## src/rtl/mul_pkg.sv

```systemverilog
// Shared definitions for the iterative shift-add multiplier: FSM states
// and the cycles-per-product calculation.
package mul_pkg;

    typedef enum logic [1:0] {
        IDLE = 2'd0,
        BUSY = 2'd1,
        DONE = 2'd2
    } state_t;

    // Returns 0 when bpc does not divide bw, which the top turns into an elaboration error.
    function automatic int calc_n(input int bw, input int bpc);
        if (bpc < 1 || bpc > bw || (bw % bpc) != 0)
            return 0;
        return bw / bpc;
    endfunction

endpackage

```

## src/rtl/prefix_adder.sv

```systemverilog
// Parametrised Kogge-Stone prefix adder (no carry-in, carry-out discarded).
module prefix_adder #(
    parameter int W = 8
) (
    input  logic [W-1:0] a,
    input  logic [W-1:0] b,
    output logic [W-1:0] sum
);

    // Generate/propagate are combined in place; walking i downward keeps i-d at its previous-level value.
    function automatic logic [W-1:0] ks_add(input logic [W-1:0] x, input logic [W-1:0] y);
        logic [W-1:0] g;
        logic [W-1:0] p;
        logic [W-1:0] p0;
        g  = x & y;
        p  = x ^ y;
        p0 = p;
        for (int d = 1; d < W; d = d * 2) begin
            for (int i = W - 1; i >= d; i--) begin
                g[i] = g[i] | (p[i] & g[i-d]);
                p[i] = p[i] & p[i-d];
            end
        end
        return p0 ^ {g[W-2:0], 1'b0};
    endfunction

    assign sum = ks_add(a, b);

endmodule

```

## src/rtl/seq_mul_step.sv

```systemverilog
// One shift-add iteration: adds magnitude * chunk to the upper accumulator
// slice, producing a BW+BPC bit partial sum with its carry retained.
module seq_mul_step #(
    parameter int BW  = 16,
    parameter int BPC = 4
) (
    input  logic [BW-1:0]     mag,
    input  logic [BPC-1:0]    chunk,
    input  logic [BW-1:0]     acc_hi,
    output logic [BW+BPC-1:0] sum
);

    logic [BW+BPC-1:0] pp;
    logic [BW+BPC-1:0] hi_ext;

    assign pp     = (BW+BPC)'(mag) * (BW+BPC)'(chunk);
    assign hi_ext = {{BPC{1'b0}}, acc_hi};

    prefix_adder #(
        .W (BW + BPC)
    ) u_add (
        .a   (pp),
        .b   (hi_ext),
        .sum (sum)
    );

endmodule

```

## src/rtl/seq_multiplier.sv

```systemverilog
// Iterative signed/unsigned shift-add multiplier consuming BPC multiplier
// bits per cycle, with valid/ready handshakes on input and output.
module seq_multiplier
    import mul_pkg::*;
#(
    parameter int BW  = 16,
    parameter int BPC = 4
) (
    input  logic            CLK,
    input  logic            RESETn,
    input  logic            in_valid,
    output logic            in_ready,
    input  logic [BW-1:0]   A,
    input  logic [BW-1:0]   B,
    input  logic            signed_mode,
    output logic            out_valid,
    input  logic            out_ready,
    output logic [2*BW-1:0] out
);

    localparam int N  = calc_n(BW, BPC);
    localparam int CW = $clog2(N + 1);

    if (N == 0) begin : g_bad_bpc
        $error("seq_multiplier: BPC must be in 1..BW and divide BW");
    end

    state_t              state;
    logic [2*BW-1:0]     acc;
    logic [2*BW-1:0]     acc_next;
    logic [CW-1:0]       count;
    logic                sign;
    logic                last;
    logic [BW-1:0]       a_mag;
    logic [BW-1:0]       b_rem;
    logic [BW-1:0]       a_abs;
    logic [BW-1:0]       b_abs;
    logic [BW-1:0]       b_next;
    logic [BW+BPC-1:0]   b_ext;
    logic [BW+BPC-1:0]   part;
    logic [2*BW+BPC-1:0] wide;

    // Magnitudes at capture; -2^(BW-1) maps to 2^(BW-1), which still fits unsigned.
    assign a_abs = (signed_mode && A[BW-1]) ? -A : A;
    assign b_abs = (signed_mode && B[BW-1]) ? -B : B;

    assign b_ext  = {{BPC{1'b0}}, b_rem};
    assign b_next = BW'(b_ext >> BPC);

    seq_mul_step #(
        .BW  (BW),
        .BPC (BPC)
    ) u_step (
        .mag    (a_mag),
        .chunk  (b_rem[BPC-1:0]),
        .acc_hi (acc[2*BW-1:BW]),
        .sum    (part)
    );

    // Partial sum replaces the upper half, then the whole accumulator slides right by BPC.
    assign wide     = {part, acc[BW-1:0]};
    assign acc_next = (2*BW)'(wide >> BPC);
    assign last     = (count == CW'(N - 1));

    always_ff @(posedge CLK) begin
        if (!RESETn) begin
            state     <= IDLE;
            in_ready  <= 1'b1;
            out_valid <= 1'b0;
            out       <= '0;
            acc       <= '0;
            count     <= '0;
            sign      <= 1'b0;
        end else begin
            case (state)
                IDLE: begin
                    if (in_valid) begin
                        state    <= BUSY;
                        in_ready <= 1'b0;
                        acc      <= '0;
                        count    <= '0;
                        sign     <= signed_mode & (A[BW-1] ^ B[BW-1]);
                    end
                end
                BUSY: begin
                    acc   <= acc_next;
                    count <= count + CW'(1);
                    if (last) begin
                        state     <= DONE;
                        out_valid <= 1'b1;
                        out       <= sign ? -acc_next : acc_next;
                    end
                end
                DONE: begin
                    if (out_ready) begin
                        state     <= IDLE;
                        out_valid <= 1'b0;
                        in_ready  <= 1'b1;
                    end
                end
                default: begin
                    state     <= IDLE;
                    in_ready  <= 1'b1;
                    out_valid <= 1'b0;
                end
            endcase
        end
    end

    // Operand registers carry no reset; they are always reloaded at accept.
    always_ff @(posedge CLK) begin
        if (state == IDLE && in_valid) begin
            a_mag <= a_abs;
            b_rem <= b_abs;
        end else if (state == BUSY) begin
            b_rem <= b_next;
        end
    end

endmodule

```

## config.mk

```make
export PLATFORM = sky130hd
export DESIGN_NAME = seq_multiplier
export DESIGN_NICKNAME = d
export VERILOG_FILES = /design/src/rtl/mul_pkg.sv /design/src/rtl/prefix_adder.sv /design/src/rtl/seq_mul_step.sv /design/src/rtl/seq_multiplier.sv
export SDC_FILE = /design/constraint.sdc
export NUM_CORES = 1
export LEC_CHECK = 0
export ABC_AREA = 0
export CELL_PAD_IN_SITES_DETAIL_PLACEMENT = 1
export CELL_PAD_IN_SITES_GLOBAL_PLACEMENT = 2
export CORE_MARGIN = 1.5
export CORE_UTILIZATION = 39
export CTS_CLUSTER_SIZE = 20
export DETAILED_ROUTE_END_ITERATION = 16
export PLACE_DENSITY_LB_ADDON = 0.2
export SLEW_MARGIN = 5
export SYNTH_ARGS = -nofsm -noshare
export SYNTH_HDL_FRONTEND = slang
export SYNTH_HIERARCHICAL = 1
export SYNTH_SLANG_ARGS = --single-unit
```

## constraint.sdc

```tcl
create_clock -name CLK -period 16.1 [get_ports CLK]
set_input_delay 4.025 -clock CLK [delete_from_list [all_inputs] [get_ports CLK]]
set_output_delay 4.025 -clock CLK [all_outputs]
set_load 0.01 [all_outputs]
```

=== Yosys cells after proc, flatten, opt, wreduce, memory -nomap -nowiden ===
Cells that the tools add are included.
Widths: inputs -> output; s select.

* Muxes and demuxes: 19
* Bitwise operators: 181
* Reductions and logical operators: 12
* Equality and inequality tests: 6
* Multipliers: 1
* Add/sub/neg operators: 4

{| class="wikitable"
|+ Operator list
! cell !! count
|-
| $and 1x1->1 || 111
|-
| $mux 16 || 4
|-
| $mux 32 || 2
|-
| $or 1x1->1 || 64
|-
| $pmux 32 s2 || 1
|-
| $neg 16->16 || 2
|-
| $neg 32->32 || 1
|-
| $mul 16x4->20 || 1
|-
| $xor 20x16->20 || 1
|-
| $xor 20x20->20 || 1
|-
| $and 19x16->19 || 1
|-
| $reduce_and 3->1 || 3
|-
| $mux 2 || 3
|-
| $ne 2x2->1 const B || 3
|-
| $pmux 1 s3 || 2
|-
| $pmux 2 s3 || 1
|-
| $pmux 3 s2 || 1
|-
| $reduce_and 2->1 || 3
|-
| $mux 1 || 4
|-
| $reduce_bool 2->1 || 2
|-
| $add 3x1->3 const B || 1
|-
| $eq 3x2->1 const B || 1
|-
| $logic_and 1x1->1 || 3
|-
| $mux 3 || 1
|-
| other kinds (5) || 6
|}

* Flip-flop bits (word level): 104
* Output and inout bits: 34
* Bits of input ports: 37
* Logic and storage cells: 232

=== Logic depth before layout (Yosys ltp) ===
Gate-level depths: netlist of the first run.

* Depth after elaboration: 14
* Gate-level depth with buffers: 25
* Gate-level depth less buffers: 23

=== Cells and area by module ===
The synthesis of the first run kept the hierarchy.

{| class="wikitable"
|+ By module, submodules not included
! module !! area an instance (sq um) !! instances !! cells each
|-
| seq_multiplier || 5132.4 || 1 || 579
|-
| seq_mul_step || 2240.9 || 1 || 301
|-
| prefix_adder || 985.9 || 1 || 132
|}

=== Worst setup path before layout of the first run ===
No wires, ideal clock.

* Path type: register to register
* Start: register b_rem[3]
* End: register out[31]
* Buffers on the path: 2
* Setup time: 126 ps
* Path slack: 10246 ps
* Stages on the path, launching flop included: 26
* Period minus slack after synthesis: 5854 ps
* Arrival time: 5727 ps
* Data required time: 15974 ps
* Cells stage by stage: edfxtp_1 clkbuf_1 and2_1 fa_1 inv_1 fa_1 inv_1 ha_1 a21oi_1 and2_1 a21oi_1 o311ai_0 o211ai_1 ha_1 clkbuf_2 and3_4 o2111a_1 o21ai_1 a21boi_2 nor4_1 a311o_1 or4_1 nor3_1 nor2_1 a21oi_1 o211ai_1

{| class="wikitable"
|+ RTL lines
! element !! RTL line !! RTL
|-
| start: declaration || seq_multiplier.sv:35 || <nowiki>logic [BW-1:0] b_rem;</nowiki>
|-
| start signal: assignment || seq_multiplier.sv:114 || <nowiki>b_rem <= b_abs;</nowiki>
|-
| start signal: assignment || seq_multiplier.sv:116 || <nowiki>b_rem <= b_next;</nowiki>
|-
| $mul 16x4->20 * || seq_mul_step.sv:16 || <nowiki>assign pp = (BW+BPC)'(mag) * (BW+BPC)'(chunk);</nowiki>
|-
| net u_step.pp[13] || seq_mul_step.sv:13 || <nowiki>logic [BW+BPC-1:0] pp;</nowiki>
|-
| $xor 20x16->20 || prefix_adder.sv:16 || <nowiki>p = x ^ y;</nowiki>
|-
| $and 1x1->1 || prefix_adder.sv:20 || <nowiki>g[i] = g[i] | (p[i] & g[i-d]);</nowiki>
|-
| $or 1x1->1 || prefix_adder.sv:20 ||
|-
| $and 1x1->1 || prefix_adder.sv:20 ||
|-
| $or 1x1->1 (2 in a row) || prefix_adder.sv:20 ||
|-
| $or 1x1->1 * || prefix_adder.sv:20 ||
|-
| $xor 20x20->20 * || prefix_adder.sv:24 || <nowiki>return p0 ^ {g[W-2:0], 1'b0};</nowiki>
|-
| net part[16] || seq_multiplier.sv:40 || <nowiki>logic [BW+BPC-1:0] part;</nowiki>
|-
| $neg 32->32 * || seq_multiplier.sv:91 || <nowiki>out <= sign ? -acc_next : acc_next;</nowiki>
|-
| $mux 32 * || seq_multiplier.sv:91 ||
|-
| end signal: assignment || seq_multiplier.sv:91 ||
|-
| end: declaration || seq_multiplier.sv:18 || <nowiki>output logic [2*BW-1:0] out</nowiki>
|}

Mark *: on every way through the listed nets, which the timed path passes. The rest lies on a longest branch.
A chain may end at the register's enable or synchronous reset.

=== Worst setup path in the final report of the first run ===
* Start: register b_rem[2]
* End: register out[31]

The elaborated chain is that of the path after synthesis.

==> results.sh, run 1 <==
export IMPL_setup_worst_path_class="flop to flop"
export IMPL_synth_edf_count=32
export IMPL_holdBufCountCts=0
export IMPL_async_reset_ff_share_pct=0
export IMPL_path_clk_slew_ns=0.09
export IMPL_syn_inst=1012
export IMPL_grt_pass1_vias=7335
export IMPL_cts_buffer_depth=2
export IMPL_slowest_delay_ns=0.63
export IMPL_grt_pass1_wl_um=37600
export IMPL_die_area_um2=22300
export IMPL_power_internal_uw=769
export IMPL_antenna_found_initial=0
export IMPL_maxSlewHeadroom_pct=31.9
export IMPL_hp_start="out[23]$_SDFFE_PN0P_"
export IMPL_num_rows=53
export IMPL_setup_tns_ns=0
export IMPL_synth_seq_cells=100
export IMPL_drt_wl_total_um=22400
export IMPL_syn_area_per_cell_um2=8.26
export IMPL_grt_max_degree=60
export IMPL_num_vias=7241
export IMPL_cts_resized=0
export IMPL_io_buffers=70
export IMPL_endpoint_kind="flop"
export IMPL_dominantRegCellSynth="dfxtp_1"
export IMPL_post_route_worst_setup_slack_ns=9.65
export IMPL_status="complete, no violations"
export IMPL_synthToLayoutAreaGrowth_pct=13.5
export IMPL_drtIter0Drc=256
export IMPL_placed_cell_area_um2=9180
export IMPL_cp_start_kind="flop"
export IMPL_irDropWorstVdd_mv=0.0847
export IMPL_synth_distinct_cells=86
export IMPL_power_leakage_uw=0.00369
export IMPL_dpl_hpwl_um=17000
export IMPL_hold_end="out[23]$_SDFFE_PN0P_"
export IMPL_layout_drive_gt1_share_pct=4.92
export IMPL_ant_nets=0
export IMPL_drc=0
export IMPL_critPathMaxFanout=16
export IMPL_slew_violations=0
export IMPL_required_ns=16.35
export IMPL_drt_first_pass_iters=4
export IMPL_chipWidth_um=149
export IMPL_yosysTopAreaCell="dfxtp_1"
export IMPL_powerDensity_nw_per_um2=163
export IMPL_synth_area_um2=8360
export IMPL_n_antenna_cell=0
export IMPL_h_tree_depth=3
export IMPL_overflow=0
export IMPL_crit_slowest_cell="or4_1"
export IMPL_rsz0062_at_grt="no"
export IMPL_start_util_pct=39.8
export IMPL_reg2reg_slack_ns=9.65
export IMPL_crit_top_cell="a21oi_1"
export IMPL_setup_viol=0
export IMPL_path_buf_inv=2
export IMPL_hold_viol=0
export IMPL_clock_sinks=100
export IMPL_yosysWarnings=6
export IMPL_cts_buffers_inserted=9
export IMPL_gp_congestion=0.825
export IMPL_final_cell_area_um2=9480
export IMPL_die_h_um=149
export IMPL_power_frac_comb_pct=64.7
export IMPL_core_area_um2=21000
export IMPL_worst_pin_slew_ns=1.02
export IMPL_finalCritPeriodShare_pct=40.1
export IMPL_swShare_pct=50.4
export IMPL_via_per_inst=5.44
export IMPL_cp_data_arrival_time_ns=6.70
export IMPL_clock_skew_ns=0.0141
export IMPL_preCtsSetupSlack_ns=9.70
export IMPL_gr_usage_all_layers_pct=21.0
export IMPL_p_seq_share_pct=20.7
export IMPL_worst_hold_path_type="flop to flop"
export IMPL_post_cts_buffers=0
export IMPL_cp_cell_sequence="and2_1, fa_1, inv_1, fa_1, inv_1, ha_1, a21oi_1, and2_1, a21oi_1, o311ai_0, o211ai_1, ha_1, and3_4, o2111a_1, o21ai_1, a21boi_2, nor4_1, a311o_1, or4_1, nor3_1, nor2_1, a21oi_1, o211ai_1"
export IMPL_final_nets=1165
export IMPL_crit_family="compound AO/OA/AOI/OAI gates"
export IMPL_maxCapViolations=0
export IMPL_r2r_start="b_rem[2]$_DFFE_PP_"
export IMPL_root_buffer="clkbuf_16"
export IMPL_clkPwrFrac_pct=14.6
export IMPL_clock_latency_ns=0.36
export IMPL_max_freq_ghz=0.155
export IMPL_p_switching_uw=780
export IMPL_ys_seq_area_share_pct=27.8
export IMPL_wire_per_inst_um=16.8
export IMPL_reg2reg_to="out[31]$_SDFFE_PN0P_"
export IMPL_hold_depth=2
export IMPL_synth_top_cells_by_area="dfxtp_1 (16%), edfxtp_1 (11%), ha_1 (7.2%), fa_1 (6.9%), a21oi_1 (5.6%)"
export IMPL_cts_tree="done"
export IMPL_pin_count=71
export IMPL_netlist_area_leader_share_pct=16.3
export IMPL_rr_worst_depth=23
export IMPL_min_period_ns=6.45
## worst reg2reg max path, cell delays in order, from the launching register on
cell      delay [ns]
edfxtp_1        0.59
and2_1          0.26
fa_1            0.50
inv_1           0.05
fa_1            0.52
inv_1           0.04
ha_1            0.35
a21oi_1         0.20
and2_1          0.23
a21oi_1         0.12
o311ai_0        0.32
o211ai_1        0.15
ha_1            0.45
and3_4          0.25
o2111a_1        0.18
o21ai_1         0.11
a21boi_2        0.28
nor4_1          0.08
a311o_1         0.41
or4_1           0.63
nor3_1          0.28
nor2_1          0.08
a21oi_1         0.16
o211ai_1        0.10
## worst max path at each step
stage | slack (ns) | startpoint | depth (start not counted) | endpoint
after floorplan | 10.25 | b_rem[3]$_DFFE_PP_ | 25 | out[31]$_SDFFE_PN0P_
after global placement | 9.82 | b_rem[3]$_DFFE_PP_ | 23 | out[31]$_SDFFE_PN0P_
after detailed placement | 9.70 | b_rem[3]$_DFFE_PP_ | 23 | out[31]$_SDFFE_PN0P_
after CTS | 9.69 | b_rem[3]$_DFFE_PP_ | 23 | out[31]$_SDFFE_PN0P_
after global routing | 9.19 | b_rem[2]$_DFFE_PP_ | 23 | out[31]$_SDFFE_PN0P_
final | 9.65 | b_rem[2]$_DFFE_PP_ | 23 | out[31]$_SDFFE_PN0P_
## placed cells by master (no fill, tap or decap), types with 48 or more instances in the layout
cell,synthesis,final
a21oi_1,93,93
and2_1,57,57
clkdlybuf4s50_1,0,70
dfxtp_1,68,68
ha_1,48,48
inv_1,78,78
nand2_1,92,92
nand3_1,51,51
nor2_1,58,58
o21ai_0,60,60
## power groups by stage
stage / clock network, uW / registers, uW / logic [uW]
after floorplan: 0 / 312 / 775
after global placement: 0 / 326 / 990
after detailed placement: 0 / 327 / 996
after CTS: 235 / 321 / 1000
after global routing: 244 / 325 / 1130
final: 227 / 321 / 1000
## Yosys cell counts (all sizes together), types with 14 or more instances
cell	n
inv	78
buf	15
nand3	51
xnor2	32
ha	48
or4	14
and2	58
a211oi	14
xor2	36
nor3	21
nor2	58
fa	29
nand2	92
dfxtp	68
edfxtp	32
clkbuf	37
o21ai	65
a21oi	96
## metal layers
metal | GRT usage [%] | share of wire, % | vias to the layer above
met5 | 0 | 0 | -
met1 | 29.5 | 50 | 3516
met4 | 4.46 | 1.1 | 0
met2 | 34.4 | 47 | 63
met3 | 2.57 | 1.5 | 17
li1 | - | - | 3645
## area by class of cell
| type | instances | area, um^2 |
|---|---|---|
| fill | 2476 | 11500 |
| multi-input combinational | 784 | 5460 |
| sequential | 100 | 2320 |
| timing repair buffer | 78 | 761 |
| tap | 275 | 344 |
| inverter | 78 | 293 |
| clock buffer | 9 | 225 |
| clock inverter | 7 | 80.1 |
## flip-flops by register name, summed over array words and instances (netlist names)
signal / cells
in_ready: 1
count: 3
a_mag: 16
sign: 1
out: 32
acc: 28
state: 2
out_valid: 1
b_rem: 16
## stage by stage
| stage | power, uW | instances | hold WS (ns) | utilization (%) |
|---|---|---|---|---|
| detailed placement | 1320 | 1315 | 0.458 | 43.7 |
| floorplan | 1090 | 1015 | 0.452 | - |
| finish | 1550 | 1331 | 0.467 | 45.1 |
| global route | 1690 | 1331 | 0.495 | 45.1 |
| global placement | 1320 | 1315 | 0.457 | 43.7 |
| CTS | 1560 | 1331 | 0.471 | 45.1 |
## logic make-up after synthesis
kind of cell	synth area share, %
and+or+nand+nor	23.3
AOI/OAI and AO/OA	20.0
buffers and inverters	7.08
DFF	27.8
adders and majority gates	14.1
xor gates and xnor gates	7.12
muxes	0.599
other	0.0449
Power figures use the tool's default switching activity.
==> inputs of run 2 (changes only) <==
--- a/config.mk
+++ b/config.mk
@@ -9,7 +9,7 @@
 export CELL_PAD_IN_SITES_DETAIL_PLACEMENT = 1
 export CELL_PAD_IN_SITES_GLOBAL_PLACEMENT = 2
 export CORE_MARGIN = 1.5
-export CORE_UTILIZATION = 39
+export CORE_UTILIZATION = 36
 export CTS_CLUSTER_SIZE = 20
 export DETAILED_ROUTE_END_ITERATION = 16
 export PLACE_DENSITY_LB_ADDON = 0.2
==> constraint.sdc (replaced) <==
create_clock -name CLK -period 6.2 [get_ports CLK]
set_input_delay 1.55 -clock CLK [delete_from_list [all_inputs] [get_ports CLK]]
set_output_delay 1.55 -clock CLK [all_outputs]
set_load 0.01 [all_outputs]
==> run 2 against run 1 <==
Effect of this change:
- combinational power increased to 2.9 times the previous value
- register-to-register slack got worse by 9.4 ns
- total power increased to 2.8 times the previous value
- sequential power increased to 2.6 times the previous value
- cell area increased by 3.2%
- critical path depth unchanged
- utilization decreased by 2.0 points
- global-route usage decreased by 1.5 points
- sequential cell count unchanged
- via count increased by 0.97%
- highest routed layer unchanged
- wire length increased by 1.2%
==> results.sh, run 2 (synthesis gave the netlist of run 1 again) <==
export IMPL_core_area_um2=22700
export IMPL_min_period_ns=5.91
export IMPL_antenna_found_initial=0
export IMPL_pin_count=71
export IMPL_worst_pin_slew_ns=0.882
export IMPL_clock_latency_ns=0.36
export IMPL_crit_family="simple AND/OR/NAND/NOR gates"
export IMPL_slowest_delay_ns=0.53
export IMPL_ant_nets=0
export IMPL_h_tree_depth=3
export IMPL_hp_start="out[23]$_SDFFE_PN0P_"
export IMPL_final_common_cell="nand2_1"
export IMPL_final_nets=1196
export IMPL_powerDensity_nw_per_um2=446
export IMPL_endpoint_kind="flop"
export IMPL_layout_drive_gt1_share_pct=8.65
export IMPL_path_clk_slew_ns=0.09
export IMPL_grt_max_degree=56
export IMPL_clock_sinks=100
export IMPL_drtIter0Drc=283
export IMPL_hold_end="out[23]$_SDFFE_PN0P_"
export IMPL_critPathMaxFanout=6
export IMPL_overflow=0
export IMPL_io_buffers=70
export IMPL_grt_pass1_vias=7511
export IMPL_worst_hold_path_type="flop to flop"
export IMPL_cts_buffer_depth=2
export IMPL_reg_top3="out x32, acc x28"
export IMPL_fin_util_pct=43.1
export IMPL_largest_reg_flops=32
export IMPL_grt_pass1_wl_um=38100
export IMPL_dp_cells=1344
export IMPL_clock_skew_ns=0.0143
export IMPL_synthToLayoutAreaGrowth_pct=17.1
export IMPL_layout_cells_non_filler=1372
export IMPL_rr_worst_depth=23
export IMPL_setup_worst_path_class="flop to flop"
export IMPL_final_cell_mix="nand2_1 (92), a21oi_1 (90), inv_1 (78), clkdlybuf4s50_1 (70), dfxtp_1 (68)"
export IMPL_drt_first_pass_iters=4
export IMPL_maxSlewHeadroom_pct=41.0
export IMPL_slew_violations=0
export IMPL_chipWidth_um=155
export IMPL_n_antenna_cell=0
export IMPL_gp_congestion=0.821
export IMPL_start_util_pct=36.8
export IMPL_die_area_um2=24100
export IMPL_crit_start="b_rem[3]$_DFFE_PP_"
export IMPL_r2r_start="b_rem[3]$_DFFE_PP_"
export IMPL_power_leakage_uw=0.00386
export IMPL_via_per_inst=5.33
export IMPL_maxCapViolations=0
export IMPL_fillers=2760
export IMPL_root_buffer="clkbuf_16"
export IMPL_cts_tree="done"
export IMPL_max_freq_ghz=0.169
export IMPL_setup_viol=0
export IMPL_num_vias=7311
export IMPL_status="complete, no violations"
export IMPL_reg2reg_slack_ns=0.29
export IMPL_gr_usage_all_layers_pct=19.4
export IMPL_hold_depth=2
export IMPL_top_register="out"
export IMPL_wire_per_inst_um=16.5
export IMPL_required_ns=6.44
export IMPL_hold_viol=0
export IMPL_path_buf_inv=3
export IMPL_cp_start_kind="flop"
export IMPL_setup_tns_ns=0
export IMPL_cp_data_arrival_time_ns=6.14
export IMPL_dpl_hpwl_um=17400
export IMPL_drc=0
export IMPL_cp_cell_sequence="buf_4, and2_1, fa_1, inv_1, fa_1, inv_1, ha_1, nor2b_1, o31a_1, o21a_1, nor2_1, xnor2_1, ha_1, nand2_1, a21oi_2, a21bo_2, nand2_1, xor2_1, or4_1, or3_4, nor3_4, and3_1, nor4_1"
export IMPL_holdBufCountCts=0
export IMPL_crit_slowest_cell="fa_1"
export IMPL_finalCritPeriodShare_pct=95.3
export IMPL_reg2reg_to="out[26]$_SDFFE_PN0P_"
export IMPL_finalPower_uw=4360
export IMPL_whs_ns=0.471
export IMPL_die_h_um=155
export IMPL_num_rows=55
export IMPL_irDropWorstVdd_mv=0.236
export IMPL_cts_buffers_inserted=9
export IMPL_drt_wl_total_um=22600
-- run 2: tightest hold or removal path: stages (launching register included) --
cell and delay, ns:
dfxtp_1 0.32, nand3_1 0.06, o21ai_1 0.05
-- run 2: worst max-delay path by stage --
stage | endpoint | cells past startpoint
after global routing | out[31]$_SDFFE_PN0P_ | 23
after detailed placement | out[31]$_SDFFE_PN0P_ | 23
final | out[26]$_SDFFE_PN0P_ | 23
after global placement | out[26]$_SDFFE_PN0P_ | 22
after CTS | out[31]$_SDFFE_PN0P_ | 23
after floorplan | out[31]$_SDFFE_PN0P_ | 25
-- run 2: repair_timing --
action                     CTS  global route
setup buffers                1            11
resized for setup            0            14
setup endpoints to repair    1             8
pin swaps                    0             3
-- run 2: final cells by class --
cell class | count | area [um^2] | share of cell area (%)
Clock buffer | 9 | 225 | 2.30
Clock inverter | 7 | 80.1 | 0.818
Inverter | 78 | 293 | 2.99
Multi-Input combinational cell | 784 | 5520 | 56.4
Sequential cell | 100 | 2320 | 23.7
Tap cell | 285 | 357 | 3.64
Timing Repair Buffer | 109 | 993 | 10.2
-- run 2: where the power goes --
group	total (uW)	leakage (uW)	switching [uW]	internal, uW
Combinational	2950	0.00285	1740	1200
Clock	591	0.000146	302	289
Sequential	826	0.000866	65.4	760
Total	4360	0.00386	2110	2250
-- run 2: layer usage --
layer  global-route usage, %  part of all wire, %  vias to the layer above  wire [um]
li1                        -                    -                     3709          -
met1                    25.6                   49                     3529      11100
met2                    34.0                   48                       59      10900
met3                    2.17                  1.5                       14        333
met4                    4.81                  1.2                        0        267
met5                       0                    0                        -          0
-- run 2: stage by stage --
stage	setup WS [ns]	area (um^2)
finish	0.294	9790
detailed placement	-0.0153	9340
CTS	0.00391	9650
global route	-0.0354	9790
global placement	0.137	9340
floorplan	0.346	8370
